File: config.mk
export PLATFORM = sky130hd
export DESIGN_NAME = mult_seq_ctrl_flat
export DESIGN_NICKNAME = d
export VERILOG_FILES = /design/src/rtl/mult_seq_ctrl_if.sv /design/src/rtl/mult_seq_ctrl.sv /design/src/flat_wrapper.sv
export SDC_FILE = /design/constraint.sdc
export NUM_CORES = 1
export LEC_CHECK = 0
export ABC_AREA = 1
export BUFFER_PORTS_ARGS = -buffer_cell sky130_fd_sc_hd__buf_2
export CAP_MARGIN = 20
export CORE_UTILIZATION = 58
export DETAILED_ROUTE_END_ITERATION = 6
export PLACE_DENSITY = 0.79
export SYNTH_ARGS = -nofsm -noshare
export SYNTH_HDL_FRONTEND = slang
export SYNTH_SLANG_ARGS = --single-unit
File: constraint.sdc
create_clock -name clk -period 5.5 [get_ports clk]
set_input_delay 1.1 -clock clk [delete_from_list [all_inputs] [get_ports clk]]
set_output_delay 1.1 -clock clk [all_outputs]
set_load 0.01 [all_outputs]
File: src/rtl/mult_seq_ctrl_if.sv
// Handshake bundle between a requester and the shift-and-add multiplier controller.
// The requester drives start/A/B; the controller returns ready/done/P.
interface mult_seq_ctrl_if #(
  parameter int WIDTH = 8
);
  logic               start;
  logic [WIDTH-1:0]   A;
  logic [WIDTH-1:0]   B;
  logic               ready;
  logic               done;
  logic [2*WIDTH-1:0] P;

  modport master (output start, A, B, input ready, done, P);
  modport slave  (input start, A, B, output ready, done, P);
endinterface

File: src/rtl/mult_seq_ctrl.sv
// Sequential shift-and-add unsigned multiplier: one adder, two shifters, a bit counter.
// Optional MULT_EARLY_TERM_EN: leave CALC as soon as the remaining multiplier bits are all zero.
module mult_seq_ctrl #(
  parameter int WIDTH = 8
) (
  input  logic           clk,
  input  logic           rst_L,
  mult_seq_ctrl_if.slave bus
);
  localparam int PW = 2 * WIDTH;
  localparam int CW = (WIDTH > 2) ? $clog2(WIDTH) : 1;
  localparam logic [CW-1:0] LAST = CW'(WIDTH - 1);

  typedef enum logic [1:0] {IDLE, CALC, DONE} state_t;

  state_t           state, state_nxt;
  logic [PW-1:0]    mcand, mcand_nxt;
  logic [PW-1:0]    acc, acc_nxt;
  logic [PW-1:0]    p, p_nxt;
  logic [PW-1:0]    sum;
  logic [WIDTH-1:0] mplr, mplr_nxt;
  logic [CW-1:0]    count, count_nxt;
  logic             last;

  always_ff @(posedge clk or negedge rst_L) begin
    if (!rst_L) begin
      state <= IDLE;
      mcand <= '0;
      acc   <= '0;
      mplr  <= '0;
      count <= '0;
      p     <= '0;
    end else begin
      state <= state_nxt;
      mcand <= mcand_nxt;
      acc   <= acc_nxt;
      mplr  <= mplr_nxt;
      count <= count_nxt;
      p     <= p_nxt;
    end
  end

  always_comb begin
    sum       = mplr[0] ? (acc + mcand) : acc;
`ifdef MULT_EARLY_TERM_EN
    last      = (count == LAST) || ((mplr >> 1) == '0);
`else
    last      = (count == LAST);
`endif
    state_nxt = state;
    mcand_nxt = mcand;
    acc_nxt   = acc;
    mplr_nxt  = mplr;
    count_nxt = count;
    p_nxt     = p;
    case (state)
      IDLE, DONE: begin
        // DONE accepts a new request too, giving back-to-back issue
        if (bus.start) begin
          state_nxt = CALC;
          mcand_nxt = {{WIDTH{1'b0}}, bus.A};
          mplr_nxt  = bus.B;
          acc_nxt   = '0;
          count_nxt = '0;
        end else begin
          state_nxt = IDLE;
        end
      end
      CALC: begin
        acc_nxt   = sum;
        mcand_nxt = mcand << 1;
        mplr_nxt  = mplr >> 1;
        count_nxt = count + 1'b1;
        if (last) begin
          state_nxt = DONE;
          p_nxt     = sum;
        end
      end
      default: state_nxt = IDLE;
    endcase
  end

  assign bus.ready = (state != CALC);
  assign bus.done  = (state == DONE);
  assign bus.P     = p;
endmodule

File: src/flat_wrapper.sv
// flat-port wrapper written by rule: the top's interface ports become plain ports
module mult_seq_ctrl_flat 
#(
  parameter int WIDTH = 8
)
  (clk, rst_L, bus_start, bus_A, bus_B, bus_ready, bus_done, bus_P);
  mult_seq_ctrl_if #(.WIDTH(WIDTH)) bus_i ();
  input  logic clk;
  input  logic rst_L;
  input wire logic [$bits(bus_i.start)-1:0] bus_start;
  input wire logic [$bits(bus_i.A)-1:0] bus_A;
  input wire logic [$bits(bus_i.B)-1:0] bus_B;
  output wire logic [$bits(bus_i.ready)-1:0] bus_ready;
  output wire logic [$bits(bus_i.done)-1:0] bus_done;
  output wire logic [$bits(bus_i.P)-1:0] bus_P;
  assign bus_i.start = bus_start;
  assign bus_i.A = bus_A;
  assign bus_i.B = bus_B;
  assign bus_ready = bus_i.ready;
  assign bus_done = bus_i.done;
  assign bus_P = bus_i.P;
  mult_seq_ctrl #(.WIDTH(WIDTH)) u_core (.clk(clk), .rst_L(rst_L), .bus(bus_i));
endmodule
# After elaboration in Yosys (flattened, before gate mapping)
# Cells that the tools add are included.
# W data, S select, Z words.
# totals
wordCells	31
out_inout_bits	18
inputBits	19
ff_bits	61
# op_classes
reduce_logical	5
muxes	12
add_sub_neg	2
eq_ne	6
# op_table
operator	count
$pmux W16 S2	2
$mux W16	3
$add A16 B16 Y16	1
$pmux W8 S2	1
$mux W8	1
$pmux W3 S2	1
$ne A2 B1 Y1 const B	2
$pmux W2 S2	1
$reduce_and A2 Y1	2
$add A3 B1 Y3 const B	1
$eq A3 B3 Y1 const B	1
$mux W3	1
$eq A2 B1 Y1 const B	1
$eq A2 B2 Y1 const B	1
$logic_not A2 Y1	1
$mux W2	1
$ne A2 B2 Y1 const B	1
$reduce_bool A2 Y1	1
$reduce_or A2 Y1	1
$mux W1	1

# Logic depth before layout (Yosys ltp)
# depth
depth_word	4
depth_mapped	12
ltp_nobuf	12

# Worst setup path after synthesis
# OpenSTA, ideal clock, no wires.
# synth_timing
kind	flip-flop to output port
startpoint	register u_core.state[0]
endpoint	output bus_ready
stages_incl_launch_ff	5
arrival_ps	822
required_time_ps	4400
path_buffers	1
path_slack_ps	3578
path_cell_list	dfrtp_1 > inv_2 > nor2_8 > inv_4 > buf_2
# synth_between
elab_chain_len	1
# synth_lines
element	line_no	source
start: declaration	mult_seq_ctrl.sv:16	state_t state, state_nxt;
start signal: assignment	mult_seq_ctrl.sv:34	state <= state_nxt;
$ne A2 B1 Y1	mult_seq_ctrl.sv:83	assign bus.ready = (state != CALC);
end: declaration	flat_wrapper.sv:13	output wire logic [$bits(bus_i.ready)-1:0] bus_ready;
# Every way passes these cells.

# Final worst setup path
# layout_timing
startpoint	register u_core.state[1]
endpoint	output bus_ready
# The elaborated chain is that of the path after synthesis.

==> impl_metrics.yaml <==
status:
  status: "complete, no violations"
sta:
  fmax_mhz: 350.9
  rsz0062_at_grt: "false"
  drv_slew: 0
  setup_tns_ns: 0
  max-slew-margin-rel: 0.3625
  setup-violations-final: 0
  fin_crit_sh: 0.5181
  post-route-min-period_ns: 2.850
  final-hold-violation-count: 0
  fin_skew_ns: 0.006526
  worst_pin_slew_ns: 0.9562
yosys:
  netlist_area_sq_um: 3541
  syn-num-nets: 485
  synth_area_per_cell_sq_um: 7.904
  synth_seq_cells: 61
  yosysWarnings: 0
  synth.area.top_cells: "dfrtp_1 (43%), nand2_1 (14%), inv_1 (6.9%)"
  yosysSeqAreaShare: 0.4311
  synth_top_area_frac: 0.4311
  yosysUniqueCellTypes: 31
  synth_area_leader_cell: "dfrtp_1"
  synthCells: 448
setup_path:
  crit_required_ns: 4.40
  cp.arrival_ns: 1.75
  rrSetupSlack_ns: 3.12
  crit_fanout: 42
  max_stage_delay_ns: 0.55
  critPathSlowestCell: "nor2_8"
  r2r.worst_path.cells: 5
  critical_path_buf_inv_count: 2
  cp_cell_sequence: "nor2_8 > inv_4 > buf_2"
  r2r_end: "u_core.bus.P[9]$_DFFE_PN0P_"
  worstSetupEndpointType: "output pin"
  reg2reg_from: "u_core.state[1]$_DFFE_PN0P_"
  critPathKind: "flop to output pin"
  crit_family: "simple AND/OR/NAND/NOR gates"
  crit_path_start_kind: "flop"
worst_hold_path:
  min_path_type: "flop to flop"
  worst_hold_startpoint: "u_core.bus.P[14]$_DFFE_PN0P_"
  holdPathStages: 2
  min_to: "u_core.bus.P[14]$_DFFE_PN0P_"
route:
  vias_per_cell: 5.332
  ant_nets: 0
  via_count: 2991
  drt_pass1_iterations: 4
  drc_errors: 0
  routed_wl_um: 7379
  wl_per_cell_um: 13.15
  drt-initial-drc-count: 171
clock_network:
  cts.sinks: 61
  hold_buffers: 0
  post-cts-setup-buffer-count: 0
  clk_pin_slew_ns: 0.07
  h-tree-depth: 3
  root_buffer: "clkbuf_8"
  cts_resized: 0
  clock_path_buffers: 2
  cts_tree: "yes"
  cts_buffers: 9
  clk_latency_ns: 0.34
power_and_ir_drop:
  p_leak_uw: 0.002109
  p_int_uw: 1472
  ir_drop_mv: 0.5528
  total_power_uw: 2848
  p_switching_uw: 1377
  combPwrFrac: 0.591
  swShare: 0.4833
  power_frac_clock: 0.118
  power_frac_seq: 0.291
  powerDensity_nw_per_um2: 731.7
place:
  gp_congestion: 0.8659
  dp.final_hpwl_um: 5151
  port_buffers: 36
  place_inst: 545
layout:
  nFillCells: 524
  nets: 518
  fin_cells: 561
  drive_above_1_share: 0.1626
  diodes: 0
  syn_to_final_growth_pct: 9.929
global_route:
  grt_pass1_wl_um: 12700
  antenna_found_initial: 0
  grtUsageTotal: 0.2646
  grt_max_degree: 62
  met1_usage: 0.3623
  grt_pass1_vias: 2834
  grtUsageMet3: 0.05795
  grt_overflow_total: 0
  busiest_layer: "met2"
  gr-usage-met2: 0.4094
flow_run:
  max_cap_viol_count: 0
floorplan:
  ios: 37
  core_area_sq_um: 5921
  initial_core_util: 0.5981
  die_h_um: 80.14
  die_area_sq_um: 6422
  chipWidth_um: 80.14
  rows: 28
[per-stage QoR]
stage / hold slack [ns] / setup slack, ns / util / cell area (sq um)
after floorplan: 0.4498 / 3.578 / - / 3541
after global placement: 0.4585 / 3.040 / 0.6304 / 3732
after detailed placement: 0.4600 / 3.007 / 0.6304 / 3732
after CTS: 0.4780 / 2.632 / 0.6574 / 3892
after global routing: 0.4954 / 2.526 / 0.6574 / 3892
final: 0.4760 / 2.650 / 0.6574 / 3892
[per-layer routing]
metal	wire length [um]	vias up
met5	0	-
met4	141	0
met3	324	15
met2	3406	69
met1	3506	1387
li1	-	1520
[registers in the layout, indices dropped and copies added, names as in the netlist]
name / count
u_core.acc: 16
u_core.bus.P: 16
u_core.count: 3
u_core.mcand: 16
u_core.mplr: 8
u_core.state: 2
[synthesized netlist by cell type]
library cell	number
nor2_1	13
or2_2	8
o21ai_1	12
a221oi_2	9
buf_6	3
nand2_4	1
inv_1	65
nand4_1	1
nor3_1	17
dfrtp_1	61
clkbuf_1	2
buf_1	1
and2_4	1
nand2_1	132
xnor2_1	2
nand3_1	40
inv_4	1
a22o_1	2
nor2_8	1
a21oi_1	8
or2_1	2
o22ai_1	11
ha_1	17
inv_2	7
nand3b_1	2
a221oi_1	5
fa_1	1
xor2_1	2
buf_2	9
nand2_2	1
o21ai_0	11
[power by group through the flow]
stage                     combinational (uW)  clock [uW]  sequential, uW
after detailed placement                1670           0             837
after global placement                  1620           0             831
after CTS                               1690         341             831
after global routing                    1930         362             860
after floorplan                         1360           0             808
final                                   1680         335             830
[cell families (layout without fill, tap and decap cells)]
kind of cell	after synthesis	after routing	share of synthesized area
and+or+nand+nor	219	219	0.2710
buffers and inverters	88	126	0.1035
DFF	61	61	0.4311
AOI/OAI and AO/OA	58	58	0.1187
adders and majority gates	18	18	0.06572
xor gates and xnor gates	4	4	0.009896
[cells in the final DEF (no fill, tap or decap), drive strengths merged]
cell type and n:
dfrtp 61, or2 10, nor3 17, and2 1, clkinvlp 2, inv 73
fa 1, xor2 2, xnor2 2, ha 17, clkbuf 12, a21oi 8
nand3b 2, buf 37, o21ai 23, o22ai 11, nand2 134, nor2 14
a22o 2, a221oi 14, nand3 40, nand4 1, clkinv 2
[worst register-to-register path, cell delays in order (launching register included)]
cell and delay (ns):
dfrtp_1 0.45, nor2_8 0.55, nand2_1 0.67, inv_2 0.43
nand3_1 0.14, nand2_1 0.08
[area by class of cell]
type                            instances  area [sq um]  area share
Clock buffer                           12         135.1     0.03472
Inverter                               73         276.5     0.07104
Clock inverter                          4         25.02    0.006429
Multi-Input combinational cell        299          1648      0.4233
Timing Repair Buffer                   37         187.7     0.04822
Tap cell                               75         93.84     0.02411
Sequential cell                        61          1526      0.3922
[how the worst max path moves through the flow]
| stage | start | to | slack (ns) | cells past startpoint |
|---|---|---|---|---|
| floorplan | u_core.state[0]$_DFFE_PN0P_ | bus_ready | 3.58 | 4 |
| global placement | u_core.state[1]$_DFFE_PN0P_ | bus_ready | 3.04 | 3 |
| detailed placement | bus_start | u_core.mplr[3]$_DFFE_PN0P_ | 3.01 | 5 |
| CTS | u_core.state[1]$_DFFE_PN0P_ | bus_ready | 2.63 | 3 |
| global route | u_core.state[1]$_DFFE_PN0P_ | bus_ready | 2.53 | 3 |
| finish | u_core.state[1]$_DFFE_PN0P_ | bus_ready | 2.65 | 3 |
(Power assumes the default switching activity.)
